**config.mk**
```make
export PLATFORM = sky130hd
export DESIGN_NAME = kgp_multicycle_sequencer
export DESIGN_NICKNAME = d
export VERILOG_FILES = /design/src/rtl/kgp_isa_pkg.sv /design/src/rtl/kgp_req_timeout.sv /design/src/rtl/kgp_multicycle_sequencer.sv
export SDC_FILE = /design/constraint.sdc
export NUM_CORES = 1
export LEC_CHECK = 0
export ABC_AREA = 1
export CAP_MARGIN = 20
export CELL_PAD_IN_SITES_DETAIL_PLACEMENT = 2
export CELL_PAD_IN_SITES_GLOBAL_PLACEMENT = 2
export CORE_ASPECT_RATIO = 0.9
export CORE_MARGIN = 2
export CORE_UTILIZATION = 29
export DETAILED_ROUTE_END_ITERATION = 7
export PLACE_DENSITY_LB_ADDON = 0.1
export SLEW_MARGIN = 20
export SYNTH_ARGS = -nofsm -noshare
export SYNTH_HDL_FRONTEND = slang
export SYNTH_SLANG_ARGS = --single-unit
export TNS_END_PERCENT = 30
```
**constraint.sdc**
```tcl
create_clock -name clk -period 2.35 [get_ports clk]
set_input_delay 0.47 -clock clk [delete_from_list [all_inputs] [get_ports clk]]
set_output_delay 0.47 -clock clk [all_outputs]
set_load 0.03 [all_outputs]
```
**src/rtl/kgp_isa_pkg.sv**
```systemverilog
// KGP-RISC ISA constants shared by the sequencer and its helpers:
// opcode ranges, function codes, sequencer state encoding and error codes.
package kgp_isa_pkg;

  localparam logic [5:0] OP_RTYPE   = 6'b000000;
  localparam logic [5:0] OP_ALUI_LO = 6'b000001;
  localparam logic [5:0] OP_ALUI_HI = 6'b000101;
  localparam logic [5:0] OP_CBR_LO  = 6'b000110;
  localparam logic [5:0] OP_CBR_HI  = 6'b001000;
  localparam logic [5:0] OP_LD      = 6'b100000;
  localparam logic [5:0] OP_ST      = 6'b100001;
  localparam logic [5:0] OP_UBR_LO  = 6'b100101;
  localparam logic [5:0] OP_UBR_HI  = 6'b101000;
  localparam logic [5:0] OP_CALL    = 6'b100110;
  localparam logic [5:0] OP_HALT    = 6'b111111;

  localparam logic [7:0] FN_NOP = 8'b00000000;
  localparam logic [7:0] FN_BR  = 8'b00100000;

  localparam logic [1:0] ERR_NONE    = 2'b00;
  localparam logic [1:0] ERR_HALT    = 2'b01;
  localparam logic [1:0] ERR_ILLEGAL = 2'b10;
  localparam logic [1:0] ERR_TIMEOUT = 2'b11;

  typedef enum logic [2:0] {
    IDLE   = 3'd0,
    FETCH  = 3'd1,
    DECODE = 3'd2,
    EXEC   = 3'd3,
    MEM    = 3'd4,
    WB     = 3'd5,
    HALT   = 3'd6
  } seqState_t;

  typedef enum logic [3:0] {
    CL_ALU,
    CL_NOP,
    CL_RBR,
    CL_CBR,
    CL_LD,
    CL_ST,
    CL_JMP,
    CL_CALL,
    CL_HALT,
    CL_ILLEGAL
  } instrClass_t;

  // Call sits inside the unconditional-branch range, so it is tested first.
  function automatic instrClass_t classify(input logic [5:0] op, input logic [7:0] fn);
    instrClass_t cls;
    cls = CL_ILLEGAL;
    if (op == OP_RTYPE) begin
      if (fn == FN_NOP)     cls = CL_NOP;
      else if (fn == FN_BR) cls = CL_RBR;
      else                  cls = CL_ALU;
    end else if (op >= OP_ALUI_LO && op <= OP_ALUI_HI) begin
      cls = CL_ALU;
    end else if (op >= OP_CBR_LO && op <= OP_CBR_HI) begin
      cls = CL_CBR;
    end else if (op == OP_LD) begin
      cls = CL_LD;
    end else if (op == OP_ST) begin
      cls = CL_ST;
    end else if (op == OP_CALL) begin
      cls = CL_CALL;
    end else if (op >= OP_UBR_LO && op <= OP_UBR_HI) begin
      cls = CL_JMP;
    end else if (op == OP_HALT) begin
      cls = CL_HALT;
    end
    return cls;
  endfunction

endpackage

```
**src/rtl/kgp_req_timeout.sv**
```systemverilog
// Wait-cycle counter for a memory request; expired flags the last
// unacknowledged cycle before the limit is reached.
module kgp_req_timeout
  import kgp_isa_pkg::*;
#(
  parameter int unsigned LIMIT = 15
) (
  input  logic clk,
  input  logic rst_n,
  input  logic clr,
  input  logic en,
  output logic expired
);

  localparam logic [7:0] LAST = 8'(LIMIT - 1);

  logic [7:0] count;

  always_ff @(posedge clk or negedge rst_n) begin
    if (!rst_n) begin
      count <= '0;
    end else if (clr) begin
      count <= '0;
    end else if (en) begin
      count <= count + 8'd1;
    end
  end

  assign expired = en && (count == LAST);

endmodule

```
**src/rtl/kgp_multicycle_sequencer.sv**
```systemverilog
// Multi-cycle FETCH/DECODE/EXEC/MEM/WB sequencer for the KGP-RISC core.
// Every output is registered from the next-state decision or is the state itself.
module kgp_multicycle_sequencer
  import kgp_isa_pkg::*;
#(
  parameter int unsigned CNT_W       = 16,
  parameter int unsigned MEM_TIMEOUT = 15
) (
  input  logic             clk,
  input  logic             rst_n,
  input  logic             start,
  input  logic [31:0]      instr,
  output logic             imem_req,
  input  logic             imem_ack,
  output logic             dmem_req,
  output logic             dmem_we,
  input  logic             dmem_ack,
  output logic             ir_we,
  output logic             alu_en,
  output logic             reg_we,
  output logic             pc_we,
  output logic             busy,
  output logic             halted,
  output logic [1:0]       err_code,
  output logic [CNT_W-1:0] retired,
  output logic [2:0]       state_o
);

  seqState_t   state;
  seqState_t   nextState;
  instrClass_t cls;
  logic [5:0]  opReg;
  logic [7:0]  fnReg;
  logic [1:0]  nextErr;
  logic        ackIn;
  logic        tmoEn;
  logic        tmoExpired;
  logic        retire;
  logic        unusedInstrBits;

  assign unusedInstrBits = ^instr[25:8];

  kgp_req_timeout #(.LIMIT(MEM_TIMEOUT)) uTimeout (
    .clk     (clk),
    .rst_n   (rst_n),
    .clr     (!tmoEn),
    .en      (tmoEn),
    .expired (tmoExpired)
  );

  always_comb begin
    cls       = classify(opReg, fnReg);
    ackIn     = 1'b0;
    if (state == FETCH)    ackIn = imem_ack;
    else if (state == MEM) ackIn = dmem_ack;
    // Counting only while a request is waiting also clears it on entry to FETCH/MEM.
    tmoEn     = ((state == FETCH) || (state == MEM)) && !ackIn;
    nextState = state;
    nextErr   = err_code;
    unique case (state)
      IDLE: begin
        if (start) nextState = FETCH;
      end
      FETCH: begin
        if (imem_ack) begin
          nextState = DECODE;
        end else if (tmoExpired) begin
          nextState = HALT;
          nextErr   = ERR_TIMEOUT;
        end
      end
      DECODE: begin
        if (cls == CL_HALT) begin
          nextState = HALT;
          nextErr   = ERR_HALT;
        end else if (cls == CL_ILLEGAL) begin
          nextState = HALT;
          nextErr   = ERR_ILLEGAL;
        end else begin
          nextState = EXEC;
        end
      end
      EXEC: begin
        if (cls == CL_LD || cls == CL_ST)        nextState = MEM;
        else if (cls == CL_ALU || cls == CL_CALL) nextState = WB;
        else                                      nextState = FETCH;
      end
      MEM: begin
        if (dmem_ack) begin
          nextState = (cls == CL_ST) ? FETCH : WB;
        end else if (tmoExpired) begin
          nextState = HALT;
          nextErr   = ERR_TIMEOUT;
        end
      end
      WB:      nextState = FETCH;
      HALT:    nextState = HALT;
      default: nextState = IDLE;
    endcase
    retire = (nextState == FETCH) &&
             ((state == EXEC) || (state == MEM) || (state == WB));
  end

  always_ff @(posedge clk or negedge rst_n) begin
    if (!rst_n) begin
      state    <= IDLE;
      opReg    <= '0;
      fnReg    <= '0;
      err_code <= ERR_NONE;
      retired  <= '0;
      imem_req <= 1'b0;
      dmem_req <= 1'b0;
      dmem_we  <= 1'b0;
      ir_we    <= 1'b0;
      alu_en   <= 1'b0;
      reg_we   <= 1'b0;
      pc_we    <= 1'b0;
      busy     <= 1'b0;
      halted   <= 1'b0;
    end else begin
      state    <= nextState;
      err_code <= nextErr;
      if (state == FETCH && imem_ack) begin
        opReg <= instr[31:26];
        fnReg <= instr[7:0];
      end
      if (retire) retired <= retired + CNT_W'(1);
      ir_we    <= (state == FETCH) && imem_ack;
      pc_we    <= retire;
      imem_req <= (nextState == FETCH);
      dmem_req <= (nextState == MEM);
      dmem_we  <= (nextState == MEM) && (cls == CL_ST);
      alu_en   <= (nextState == EXEC);
      reg_we   <= (nextState == WB);
      busy     <= (nextState != IDLE) && (nextState != HALT);
      halted   <= (nextState == HALT);
    end
  end

  assign state_o = state;

endmodule

```
After elaboration in Yosys (flattened, before gate mapping)
Cells that the tools add are included.

word-level totals
  input port bits = 37
  word-level logic and storage cells = 100
  output and inout port bits = 30
  bits in registers = 52

cells by class
  magnitude comparators = 6
  reduce and logical (&&, ||, !) cells = 22
  equal/unequal tests = 26
  mux-type cells = 29
  add/sub/neg operators = 2

operators by type and width
  kind                                                               count
  two-way mux 4 bit                                                  7
  two-way mux 3 bit                                                  9
  equality test 6 bit, second input constant                         4
  case mux 3 bit (7 select lines)                                    1
  equality test 3 bit, second input constant                         6
  adder 16 x 1 -> 16 bit, second input constant                      1
  two-way mux 2 bit                                                  7
  equality test 4 x 3 -> 1 bit, second input constant                3
  equality test 3 x 2 -> 1 bit, second input constant                3
  logical AND 1 bit                                                  9
  adder 8 x 1 -> 8 bit, second input constant                        1
  equality test 4 bit, second input constant                         2
  equality test 8 x 4 -> 1 bit, second input constant                1
  equality test 8 x 6 -> 1 bit, second input constant                1
  zero test 8 bit                                                    1
  two-way mux 8 bit                                                  1
  equality test 3 x 1 -> 1 bit, second input constant                2
  greater-or-equal comparator 6 x 1 -> 1 bit, second input constant  1
  greater-or-equal comparator 6 x 3 -> 1 bit, second input constant  1
  greater-or-equal comparator 6 bit, second input constant           1
  less-or-equal comparator 6 x 3 -> 1 bit, second input constant     1
  less-or-equal comparator 6 x 4 -> 1 bit, second input constant     1
  less-or-equal comparator 6 bit, second input constant              1
  zero test 6 bit                                                    1
  10 further kinds                                                   19

Longest topological paths before layout
  depth in word-level cells = 16
  gate-level depth with buffers = 15
  depth with buffers taken out = 14

Hierarchy
From an unflattened synthesis, not the netlist that was laid out.

unflattened totals
  cells, all modules = 390
  area, all modules = 2950.3 µm²

modules (own cells, without submodules)
  module                    instances  cells each  area each (µm²)  sequential area each (µm²)
  kgp_multicycle_sequencer  1          329         2481.1           1101.1
  kgp_req_timeout           1          61          469.2            200.2

Worst setup path before layout
No wires, ideal clock.

  path type = register to register
  start = register state[0] (netlist: state_o[0])
  end = register retired[7]
  arrival = 1809 ps
  slack = 425 ps
  path buffers = 1
  data required time = 2234 ps
  cell stages (with the launch flop) = 14
  setup time = 116 ps
  cell sequence = dfrtp_1 > inv_2 > nand3_2 > inv_1 > nand2_4 > nand3_4 > nor2_4 > nand2_2 > nand3_2 > nor2_4 > nand4_4 > buf_4 > nand2_1 > nand2_2

between the ends
  longest elaborated chain between the ends = 11
  elaborated cells on any way between the ends = 22

ends and longest elaborated chain
  item                                  RTL line                                                        text
  start, declared                       kgp_multicycle_sequencer.sv:29                                  seqState_t state;
  start signal, assigned                kgp_multicycle_sequencer.sv:121                                 state <= nextState;
  equality test 3 bit                   -
  two-way mux 1 bit                     kgp_multicycle_sequencer.sv:55                                  else if (state == MEM) ackIn = dmem_ack;
  two-way mux 1 bit                     kgp_multicycle_sequencer.sv:54                                  if (state == FETCH) ackIn = imem_ack;
  zero test 1 bit                       kgp_multicycle_sequencer.sv:57                                  tmoEn = ((state == FETCH) || (state == MEM)) && !ackIn;
  logical AND 1 bit                     kgp_multicycle_sequencer.sv:57
  logical AND 1 bit                     kgp_req_timeout.sv:29                                           assign expired = en && (count == LAST);
  two-way mux 3 bit                     kgp_multicycle_sequencer.sv:67, kgp_multicycle_sequencer.sv:91
  two-way mux 3 bit (on tied branches)  kgp_multicycle_sequencer.sv:89, kgp_multicycle_sequencer.sv:65
  case mux 3 bit (7 select lines)       kgp_multicycle_sequencer.sv:60                                  unique case (state)
  equality test 3 x 1 -> 1 bit          kgp_multicycle_sequencer.sv:100                                 retire = (nextState == FETCH) &&
  logical AND 1 bit *                   kgp_multicycle_sequencer.sv:100
  end signal, assigned                  kgp_multicycle_sequencer.sv:127                                 if (retire) retired <= retired + CNT_W'(1);
  end, declared                         kgp_multicycle_sequencer.sv:25                                  output logic [CNT_W-1:0] retired,

Mark *: on every way between the ends. The rest lies on a longest branch, timed or not.
A chain may end at the register's enable or synchronous reset.

Worst setup path in the final report
  start = register opReg[1]
  end = register retired[9]

between the ends
  longest elaborated chain between the ends = 16
  elaborated cells on any way between the ends = 39

ends and longest elaborated chain
  item                                                             RTL line                              text
  start, declared                                                  kgp_multicycle_sequencer.sv:32        logic [5:0] opReg;
  start signal, assigned                                           kgp_multicycle_sequencer.sv:124       opReg <= instr[31:26];
  greater-or-equal comparator 6 bit, or another cell as far along  kgp_isa_pkg.sv:66                     end else if (op >= OP_UBR_LO && op <= OP_UBR_HI) begin
  logical AND 1 bit or two-way mux 1 bit (tied branches)           kgp_isa_pkg.sv:66, kgp_isa_pkg.sv:68
  two-way mux 4 bit                                                kgp_isa_pkg.sv:66
  two-way mux 4 bit                                                kgp_isa_pkg.sv:64                     end else if (op == OP_CALL) begin
  two-way mux 4 bit                                                kgp_isa_pkg.sv:62                     end else if (op == OP_ST) begin
  two-way mux 4 bit                                                kgp_isa_pkg.sv:60                     end else if (op == OP_LD) begin
  two-way mux 4 bit                                                kgp_isa_pkg.sv:58                     end else if (op >= OP_CBR_LO && op <= OP_CBR_HI) begin
  two-way mux 4 bit                                                kgp_isa_pkg.sv:56                     end else if (op >= OP_ALUI_LO && op <= OP_ALUI_HI) begin
  two-way mux 4 bit *                                              kgp_isa_pkg.sv:52                     if (op == OP_RTYPE) begin
  equality test 4 x 3 -> 1 bit or zero test 4 bit (tied branches)  kgp_multicycle_sequencer.sv:85        else if (cls == CL_ALU || cls == CL_CALL) nextState = WB;
  logical OR 1 bit                                                 kgp_multicycle_sequencer.sv:85
  two-way mux 3 bit                                                kgp_multicycle_sequencer.sv:85
  two-way mux 3 bit                                                kgp_multicycle_sequencer.sv:84        if (cls == CL_LD || cls == CL_ST) nextState = MEM;
  case mux 3 bit (7 select lines) *                                kgp_multicycle_sequencer.sv:60
  equality test 3 x 1 -> 1 bit *                                   kgp_multicycle_sequencer.sv:100
  logical AND 1 bit *                                              kgp_multicycle_sequencer.sv:100

Marked as above.

==> results.py <==
metrics = {
    "finish": {
        "nets": 441,
        "area_delta_synth_final_pct": 26.9,
        "final_core_util_pct": 37.5,
        "most-common-layout-cells": "nand2_1, dfrtp_1, clkdlybuf4s50_1",
        "antenna_cells": 0,
        "final_common_cell": "nand2_1",
        "nFillCells": 1113,
        "drive_gt1_share_pct": 14.9,
    },
    "timing": {
        "slew_violations": 0,
        "rsz0062_at_grt": "no",
        "worst_hold_slack_ns": 0.284,
        "period_minus_slack_ns": 2.06,
        "fin_crit_sh_pct": 87.8,
        "setup_viol": 0,
        "setup_tns_ns": 0,
        "worst_pin_slew_ns": 0.693,
        "setup_slack_ns": 0.286,
        "final-hold-violation-count": 0,
        "fmax_ghz": 0.485,
        "slew_headroom_pct": 53.8,
        "fin_worst_skew_ns": 0.0154,
    },
    "clocking": {
        "cts_tree": "built",
        "clkSlewWorstSetupHoldPaths_ns": 0.11,
        "cts_root_buf": "clkbuf_8",
        "cts_resized": 0,
        "clk_path_buf_depth": 2,
        "cts_hold_buf": 0,
        "cts_inserted_buffers": 5,
        "htree_levels": 2,
        "post_cts.repair.setup_buffers": 0,
        "insertion_delay_ns": 0.31,
        "clkSinkCount": 52,
    },
    "hold_path": {
        "min_path_type": "input pin to async pin",
    },
    "critical_path": {
        "cp-start-kind": "flop",
        "endpoint_kind": "flop",
        "crit_type": "flop to flop",
        "worstRegToRegCells": 9,
        "critPathRequiredTime_ns": 2.56,
        "critical_path.max_fanout": 16,
        "cp.arrival_ns": 2.27,
    },
    "floorplanning": {
        "die-area_mm2": 0.0106,
        "start_util_pct": 29.6,
        "core_area_mm2": 0.00957,
        "fp.dieW_um": 108,
        "ioPinCount": 67,
        "fp.dieH_um": 97.8,
        "core.rowCount": 34,
    },
    "routing": {
        "drc": 0,
        "ant_nets": 0,
        "totalWireLength_mm": 7.28,
        "first_iter_violations": 39,
        "viasPerCell": 4.54,
        "drtPass1Iterations": 4,
        "vias": 2398,
        "wire_per_inst_um": 13.8,
    },
    "yosys": {
        "syn_nets": 384,
        "synthCells": 344,
        "syn_area_mm2": 0.00283,
        "synth_largest_area_cell": "dfrtp_1",
        "ys_types": 35,
        "synth_warnings": 0,
        "ys_ff_latch": 52,
        "synthTopCellsByArea": "dfrtp_1, nand2_1, nor2_1",
        "avgSynthCellArea_um2": 8.23,
        "seq_area_frac_synth_pct": 45.9,
        "synth_top_area_share_pct": 45.9,
    },
    "global_route": {
        "grt_pass1_vias": 2577,
        "top_usage_layer": "met2",
        "antenna_found_initial": 0,
        "grt_use_met1_pct": 19.7,
        "grt_pass1_wl_mm": 12.5,
        "grt_overflow_total": 0,
        "grtUsageMet2_pct": 25.3,
        "grt_max_degree": 53,
        "grt_use_total_pct": 14.9,
        "use_met3_pct": 2.40,
    },
    "power": {
        "power_density_mw_per_mm2": 1040,
        "vdd_drop_max_v": 0.000340,
        "p_leak_nw": 1.67,
    },
    "place": {
        "gp_congestion": 0.770,
        "dpl.hpwl_mm": 5.59,
        "dpl_worst_slack_ns": 0.0381,
        "port_buffers": 48,
    },
    "run": {
        "cap_violations": 0,
    },
    "outcome": {
        "run_status": "completed",
    },
}
[registers in the layout, summed over array words and instances (netlist names)]
name / count
dmem_req: 1
fnReg: 8
dmem_we: 1
busy: 1
ir_we: 1
err_code: 2
alu_en: 1
reg_we: 1
pc_we: 1
opReg: 6
retired: 16
state_o: 3
imem_req: 1
uTimeout.count: 8
halted: 1
[cell families (layout without fill, tap and decap cells)]
group | after synthesis | count (layout) | synth area share, %
AOI/OAI and AO/OA | 21 | 21 | 4.11
xor gates and xnor gates | 14 | 14 | 4.33
adders and majority gates | 3 | 3 | 1.33
buffers and inverters | 42 | 100 | 6.36
DFF | 52 | 52 | 45.9
and+or+nand+nor | 212 | 212 | 37.9
[cell type report]
type	count	area (um2)	share of cell area [%]
Clock buffer	6	82.6	2.30
Clock inverter	2	10.0	0.279
Inverter	38	145	4.04
Multi-Input combinational cell	250	1350	37.6
Sequential cell	52	1300	36.2
Tap cell	126	158	4.39
Timing Repair Buffer	54	546	15.2
[worst max-delay path, stage by stage, from the launching register on]
cell and delay (ns):
dfrtp_1 0.47, nor2_1 0.17, nand2_1 0.10, a21oi_1 0.22, nand3b_4 0.18, a21oi_1 0.12, nor2_4 0.17, nand4_4 0.29
nand2_1 0.18, nand2_2 0.06
[report_power, final]
group	total [mW]	internal, mW	leakage, nW	switching [mW]
Combinational	1.85	0.687	0.938	1.17
Clock	0.548	0.236	0.0510	0.311
Sequential	1.34	1.13	0.681	0.207
[synthesized netlist by cell type (all sizes together)]
library cell and number:
a21oi 8, buf 2, a31oi 1, and3 1, nor3b 1, nor3 13
o21ai 11, inv 38, ha 3, nand3 22, nand4 9, or2 2
clkbuf 2, xnor2 3, xor2 11, nor4 3, nand3b 1, dfrtp 52
nand2 118, nor2 40, o311a 1, and2 2
[routing by layer]
| layer | share of wire (%) | routed length, um | vias to the layer above |
|---|---|---|---|
| met4 | 0.89 | 65 | 0 |
| met2 | 48 | 3500 | 33 |
| li1 | - | - | 1200 |
| met5 | 0 | 0 | - |
| met3 | 2.5 | 179 | 4 |
| met1 | 49 | 3540 | 1161 |
[final timing paths]
kind | startpoint | to | slack [ns]
worst min-delay path | rst_n | state_o[0] | 0.28
max in group asynchronous | rst_n | fnReg[4] | 1.60
worst max-delay path | opReg[1] | retired[9] | 0.29
worst min register to register | uTimeout.count[0] | uTimeout.count[0] | 0.49
worst max register to register | opReg[1] | retired[9] | 0.29
min in group clk | uTimeout.count[0] | uTimeout.count[0] | 0.49
[stage by stage]
stage,std cells,power [mW],area (um2)
final,528,3.74,3590
after global routing,528,4.07,3590
after CTS,528,3.82,3590
after detailed placement,520,3.25,3500
after global placement,520,3.20,3500
after floorplan,344,2.60,2830
(Power assumes the default switching activity.)
